--- src/rtl/dtm_dmi_ctrl.sv ---
// DTM-side DMI initiator: turns TAP DMI updates into DM request/response
// transactions and keeps the sticky op status reported on the next capture.
module dtm_dmi_ctrl #(
    parameter int ADDR_W  = 7,
    parameter int DATA_W  = 32,
    parameter int TIMEOUT = 255
) (
    input  logic                       sys_clk,
    input  logic                       sys_rstn,
    input  logic                       dmi_update,
    input  logic [ADDR_W+DATA_W+1:0]   dmi_wdata,
    input  logic                       dmi_capture,
    output logic [ADDR_W+DATA_W+1:0]   dmi_rdata,
    input  logic                       dmireset,
    input  logic                       dmihardreset,
    output logic                       dtm_req_valid,
    input  logic                       dtm_req_ready,
    output logic [ADDR_W+DATA_W+1:0]   dtm_req_bits,
    input  logic                       dm_resp_valid,
    output logic                       dm_resp_ready,
    input  logic [DATA_W+1:0]          dm_resp_bits,
    output logic                       dmi_busy
);

    typedef enum logic [1:0] {IDLE, REQ, RESP} state_t;

    state_t              state;
    logic [1:0]          sticky;
    logic [15:0]         cnt;
    logic [DATA_W-1:0]   rd_data;
    logic [ADDR_W-1:0]   last_addr;

    logic [1:0]          upd_op;
    logic [DATA_W-1:0]   upd_data;
    logic [ADDR_W-1:0]   upd_addr;
    logic                upd_rw;
    logic                resp_fail;
    logic                tmo;
    logic [1:0]          status;

    assign upd_op    = dmi_wdata[1:0];
    assign upd_data  = dmi_wdata[DATA_W+1:2];
    assign upd_addr  = dmi_wdata[ADDR_W+DATA_W+1:DATA_W+2];
    assign upd_rw    = (upd_op == 2'd1) || (upd_op == 2'd2);
    assign resp_fail = (state == RESP) && dm_resp_valid && (dm_resp_bits[1:0] >= 2'd2);
    // A response in the final RESP cycle beats the timeout.
    assign tmo       = (state == RESP) && !dm_resp_valid && (cnt == 16'(TIMEOUT - 1));

    assign status    = (sticky != 2'd0) ? sticky : (dmi_busy ? 2'd3 : 2'd0);
    assign dmi_rdata = {last_addr, rd_data, status};

    // Clears win over any same-cycle set; a failure outranks a busy report.
    always_ff @(posedge sys_clk or negedge sys_rstn) begin
        if (!sys_rstn)
            sticky <= 2'd0;
        else if (dmihardreset || dmireset)
            sticky <= 2'd0;
        else if (resp_fail || tmo)
            sticky <= 2'd2;
        else if ((state != IDLE) && (dmi_update || (dmi_capture && sticky == 2'd0)))
            sticky <= 2'd3;
    end

    always_ff @(posedge sys_clk or negedge sys_rstn) begin
        if (!sys_rstn) begin
            state         <= IDLE;
            cnt           <= '0;
            dtm_req_valid <= 1'b0;
            dm_resp_ready <= 1'b0;
            dmi_busy      <= 1'b0;
            dtm_req_bits  <= '0;
            rd_data       <= '0;
            last_addr     <= '0;
        end else if (dmihardreset) begin
            state         <= IDLE;
            cnt           <= '0;
            dtm_req_valid <= 1'b0;
            dm_resp_ready <= 1'b0;
            dmi_busy      <= 1'b0;
        end else begin
            case (state)
                IDLE: begin
                    if (dmi_update && upd_rw && sticky == 2'd0) begin
                        dtm_req_bits  <= {upd_data, upd_addr, upd_op};
                        last_addr     <= upd_addr;
                        dtm_req_valid <= 1'b1;
                        dmi_busy      <= 1'b1;
                        state         <= REQ;
                    end
                end
                REQ: begin
                    if (dtm_req_ready) begin
                        dtm_req_valid <= 1'b0;
                        dm_resp_ready <= 1'b1;
                        cnt           <= '0;
                        state         <= RESP;
                    end
                end
                RESP: begin
                    if (dm_resp_valid || tmo) begin
                        dm_resp_ready <= 1'b0;
                        dmi_busy      <= 1'b0;
                        state         <= IDLE;
                        // Writes keep the previously read data visible.
                        if (dm_resp_valid && dtm_req_bits[1:0] == 2'd1)
                            rd_data <= dm_resp_bits[DATA_W+1:2];
                    end else begin
                        cnt <= cnt + 16'd1;
                    end
                end
                default: state <= IDLE;
            endcase
        end
    end

endmodule

--- config.mk ---
export PLATFORM = sky130hd
export DESIGN_NAME = dtm_dmi_ctrl
export DESIGN_NICKNAME = d
export VERILOG_FILES = /design/src/rtl/dtm_dmi_ctrl.sv
export SDC_FILE = /design/constraint.sdc
export NUM_CORES = 1
export LEC_CHECK = 0
export BUFFER_PORTS_ARGS = -buffer_cell sky130_fd_sc_hd__buf_4
export CORE_AREA = 2 2 94 96
export CTS_CLUSTER_DIAMETER = 40
export DETAILED_ROUTE_END_ITERATION = 7
export DIE_AREA = 0 0 96 98
export PLACE_DENSITY_LB_ADDON = 0.2
export SLEW_MARGIN = 20
export SYNTH_ARGS = -nofsm -noshare
export SYNTH_HDL_FRONTEND = slang
export SYNTH_SLANG_ARGS = --single-unit
--- constraint.sdc ---
create_clock -name sys_clk -period 5.45 [get_ports sys_clk]
set_input_delay 1.3625 -clock sys_clk [delete_from_list [all_inputs] [get_ports sys_clk]]
set_output_delay 1.3625 -clock sys_clk [all_outputs]
set_load 0.05 [all_outputs]
==> results of run 1 <==
==> layout make-up <==
type | count | share of cell area (%)
tap | 108 | 2.37
sequential | 96 | 42.1
multi-input combinational | 190 | 29.4
inverter | 8 | 0.526
clock inverter | 6 | 1.21
clock buffer | 9 | 2.17
timing repair buffer | 169 | 22.2
==> cells in the mapped netlist (5+ instances only) <==
| cell type | n |
|---|---|
| inv_1 | 8 |
| mux2_2 | 33 |
| nor2_1 | 14 |
| mux2_4 | 38 |
| dfrtp_1 | 96 |
| o41ai_1 | 5 |
| a21oi_1 | 11 |
| o31ai_1 | 6 |
| o21ai_0 | 19 |
| nand2_1 | 10 |
| nand3_1 | 6 |
| buf_4 | 10 |
==> final timing paths <==
kind / endpoint / slack [ps]
worst min register to register: cnt[15] / 490
worst min-delay path: cnt[15] / 490
max in group asynchronous: dtm_req_valid / 3370
worst max register to register: cnt[7] / 3250
worst max-delay path: dtm_req_bits[6] / 2520
min in group asynchronous: dtm_req_bits[26] / 990
==> power by group <==
group          switching, W  internal (W)  total [W]
combinational      0.000627      0.000353   0.000981
clock              0.000247      0.000213   0.000460
sequential        0.0000759      0.000829   0.000905
total              0.000951       0.00140    0.00235
==> metal layers <==
layer,GRT usage [%],vias to the layer above
met5,0,-
met4,8.24,0
met3,3.78,14
met2,33.9,113
met1,26.2,1484
li1,-,1451
==> through the flow <==
step	setup slack [ps]	util, %
3_3_place_gp	2200	65.1
5_1_grt	2470	67.4
2_1_floorplan	2270	-
4_1_cts	2530	67.4
6_report	2520	67.4
3_5_place_dp	2150	65.1
==> state kept, by name (all words and copies together), names as in the netlist <==
name,flops
dtm_req_bits,41
sticky,2
dm_resp_ready,1
cnt,16
rd_data,32
state,2
dtm_req_valid,1
dmi_busy,1
==> logic make-up (layout without fill, tap and decap cells) <==
family / after synthesis / count (layout)
flops: 96 / 96
mux: 72 / 72
simple gates: 59 / 59
compound gates: 56 / 56
buf+inv: 29 / 192
fa+ha+maj: 2 / 2
xor+xnor: 1 / 1
==> reports/results.txt, run 1 <==
Status = finished clean
Flip-flop and latch area = 2400 um2
Cell row count = 34
Synth Area in Adders = 0.582%
Required time worst endpoint = 5690 ps
Kind of critical path = in2reg
IO Port Bufs = 166
CTS Hold Bufs = 0
Hold Path Cell Cnt = 1
Async SR Flop Fraction = 100%
Register bit total from synthesis = 96
Fraction of the mapped netlist area in compound gates = 8.23%
CTS Sinks = 96
Placed Cells = 571
Post-DP Area = 5510 um2
Simple-gate share of the synthesized area = 7.62%
Clk_lat worst skew = 360 ps
Critical path depth = 6
Routed Antenna Nets = 0
Via density per instance = 5.23
CP peak stage delay = 550 ps
RSZ-0062 raised after global routing = false
Post-synthesis cell count = 315
Fin area = 5710 um2
Hpwl dp = 7040 um
Final worst-path cycle share = 53.9%
Syn-to-layout area delta = 32.6%
Setup TNS = 0 ps
GRT Overall Usage = 20.4%
Final hold vios = 0
Layout cells sized above 1 = 54.4%
Critical path's top delay family = simple AND/OR/NAND/NOR gates
Count of final setup violators = 0
Post-CTS setup buffers = 0
Post-synthesis sequential area ratio = 55.8%
Fmax = 341 MHz
Cell Count, Final, Fillers Out = 586
Unique masters post-synth = 46
Worst Path Max Fanout = 42
LEAKAGE = 2.96 nW
# DRC = 0
Routed len/inst = 16.2 um
Clk buf depth = 2
Worst VDD drop = 0.000208 V
Final GP Congestion = 0.830
Largest family of logic cells by synthesized area = multiplexers
Post-Route M1 WL = 4040 um
Ant. Diodes = 0
WL met3 = 660 um
CP Launch Type = input pin
Die ar. = 9410 um2
1st-iter DRT viols = 133
Starting Density = 50.8%
Worst EP arrival = 3170 ps
Final min period = 2930 ps
Die Y = 98 um
Commonest non-fill, non-tap cell in the layout = buf_4
First drt pass iteration count = 4
Synth Area in XOR/XNOR = 0.204%
Pwr/cell area = 411 nW/um2
Layout Nets = 559
Ys Warns = 0
Min-delay worst type = reg2reg
Ports = 168
Tot Pwr = 0.00235 W
Leading cell types in the layout, fill and taps excluded = buf_4 (169), dfrtp_1 (96), mux2_4 (38), mux2_2 (33), o21ai_0 (19)
Root buf cell = clkbuf_8
Worst R2R Start = cnt[0]
Main synth FF type = dfrtp_1
Fillers = 640
H-tree Lvls = 3
Initial antenna violation count = 0
First-pass GRT wire length = 14900 um
Hold path start = cnt[15]
Worst-Margin Slew = 847 ps
Grt ovf = 0
Synth top area cells = dfrtp_1 (56%), mux2_4 (13%), mux2_2 (8.6%)
Die X = 96 um
Slowest cell on the critical path = or4_2
Mux share of post-synthesis cell area = 22.2%
Uppermost layer routed = met4
Max cap viols = 0
Core Region = 8470 um2
Rel. slew slack = 43.1%
Worst Clk Skew = 16.5 ps
Post-synth EDFFs = 0
CP bufs+invs = 2
Clk pin slew, worst setup/hold paths = 90 ps
Worst Reg-to-Reg Cells = 7
Mean Syn Cell Area = 13.7 um2
Critical path startpoint = dmi_wdata[1]
Hold WS = 492 ps
Vias in the first global route = 3027
Largest net degree at the start of global routing = 53
CTS resizes = 0
CTS tree = built
Area of the mapped netlist = 4300 um2
Worst path cell trace = buf_4, xor2_1, nand3_1, or4_2, buf_4, mux2_4
Yosys top cell by area = dfrtp_1
Area of the multi-input gates = 1680 um2
Routed WL = 9480 um
Most frequent CP cell = buf_4
CTS Buf Count = 9
Synth top area share = 55.8%
Syn_nets = 400
Critical Path End Type = flip-flop
Routed length on met2 = 4600 um
DR vias = 3062
Slew Limit Fails = 0
(Power assumes the default switching activity.)
==> inputs of run 2 (changes only) <==
- CORE_AREA: 2 2 94 96 -> 2 2 97 99
- DIE_AREA: 0 0 96 98 -> 0 0 99 101
- clock period: 5.45 -> 2.8 ns (I/O delays scaled with it)
==> reports/results.txt, run 2 (synthesis gave the netlist of run 1 again) <==
Cell Count, Final, Fillers Out = 594
Clk buf depth = 2
H-tree Lvls = 3
Die Y = 101 um
Sw Share = 40.6%
Clock power share = 21.1%
Status = finished clean
Reg-to-reg slack, setup = 560 ps
Die ar. = 10000 um2
Count of final setup violators = 0
Slew Limit Fails = 0
Fin area = 5790 um2
Placed Cells = 578
Routed len/inst = 16.2 um
CP Launch Type = flip-flop
Worst Reg-to-Reg Cells = 4
Clk_lat worst skew = 360 ps
Final GP Congestion = 0.850
Routed Antenna Nets = 0
Critical path's top delay family = simple AND/OR/NAND/NOR gates
Die X = 99 um
Worst Path Max Fanout = 16
Fillers = 715
CTS resizes = 0
RSZ-0062 raised after global routing = false
Pwr/cell area = 804 nW/um2
Layout Nets = 563
Via density per instance = 5.18
Grt ovf = 0
CTS Buf Count = 9
Initial antenna violation count = 0
CP peak stage delay = 570 ps
Required time worst endpoint = 3020 ps
Final hold vios = 0
Worst EP arrival = 2470 ps
Routed WL = 9600 um
Final Core Density = 64.5%
Commonest non-fill, non-tap cell in the layout = buf_4
First drt pass iteration count = 4
Syn-to-layout area delta = 34.6%
Core Region = 8980 um2
CTS tree = built
Worst VDD drop = 0.000429 V
Setup TNS = 0 ps
Biggest register = dtm_req_bits
Max reg flops = 41
LEAKAGE = 3.01 nW
CTS Sinks = 96
Slowest cell on the critical path = nand3b_1
Min-delay worst type = in2async
Seq pwr share = 37.9%
Clk pin slew, worst setup/hold paths = 110 ps
DR vias = 3078
IO Port Bufs = 166
Max cap viols = 0
Rel. slew slack = 61.1%
Ant. Diodes = 0
Final min period = 2240 ps
Ports = 168
Layout cells sized above 1 = 54.9%
Post-CTS setup buffers = 0
Final worst-path cycle share = 80.0%
Largest net degree at the start of global routing = 46
Leading cell types in the layout, fill and taps excluded = buf_4 (171), dfrtp_1 (96), mux2_4 (38), mux2_2 (33), o21ai_0 (19)
Post-DP Area = 5570 um2
Worst R2R Start = state[0]
Vias in the first global route = 2947
# DRC = 0
CP bufs+invs = 0
Combinational power share = 41.0%
Net Sw Power = 0.00189 W
CTS Hold Bufs = 0
P_int = 0.00277 W
Kind of critical path = reg2reg
Worst R2R End = cnt[5]
Root buf cell = clkbuf_8
Starting Density = 47.9%
Worst Clk Skew = 16.8 ps
Fmax = 446 MHz
First-pass GRT wire length = 15200 um
Hpwl dp = 7000 um
Worst path cell trace = and2b_2, nand2b_2, nand3b_1, o41ai_1
Top flop regs = dtm_req_bits x41, rd_data x32, cnt x16
Critical Path End Type = flip-flop
1st-iter DRT viols = 191
Cell row count = 35
Worst-Margin Slew = 581 ps
GRT Overall Usage = 19.1%
==> run 2: power groups by stage <==
stage | logic [W] | clock network [W] | registers [W]
2_1_floorplan | 0.000548 | 0 | 0.00258
3_3_place_gp | 0.00191 | 0 | 0.00178
3_5_place_dp | 0.00192 | 0 | 0.00179
4_1_cts | 0.00193 | 0.00101 | 0.00177
5_1_grt | 0.00198 | 0.00106 | 0.00180
6_report | 0.00191 | 0.000982 | 0.00177
==> run 2: how the worst max path moves through the flow <==
stage	from	endpoint	cells past startpoint
final	state[0]	cnt[5]	4
after floorplan	dmi_busy	dmi_rdata[1]	2
after CTS	state[0]	cnt[5]	4
after global routing	state[0]	cnt[5]	4
after detailed placement	dmi_wdata[1]	dtm_req_bits[40]	6
after global placement	dmi_wdata[1]	dtm_req_bits[36]	6
==> run 2: layout make-up <==
class,instances,area (um2),area share [%]
clock buffer,10,138,2.38
timing repair buffer,173,1320,22.9
clock inverter,6,81.3,1.40
tap,111,139,2.40
multi-input combinational,190,1680,29.0
sequential,96,2400,41.5
inverter,8,30.0,0.519
==> run 2: routing by layer <==
layer	track usage (%)	vias up	part of all wire [%]
met2	30.6	121	48
met4	6.11	0	1.3
met5	0	-	0
met1	26.7	1488	44
met3	3.19	11	6.7
li1	-	1458	-
==> run 2: through the flow <==
stage | setup WS [ps] | hold slack (ps) | total power, W
after global routing | 323 | 364 | 0.00484
final | 559 | 328 | 0.00466
after global placement | 333 | 472 | 0.00369
after CTS | 572 | 338 | 0.00470
after detailed placement | 297 | 475 | 0.00372
after floorplan | 284 | 404 | 0.00312
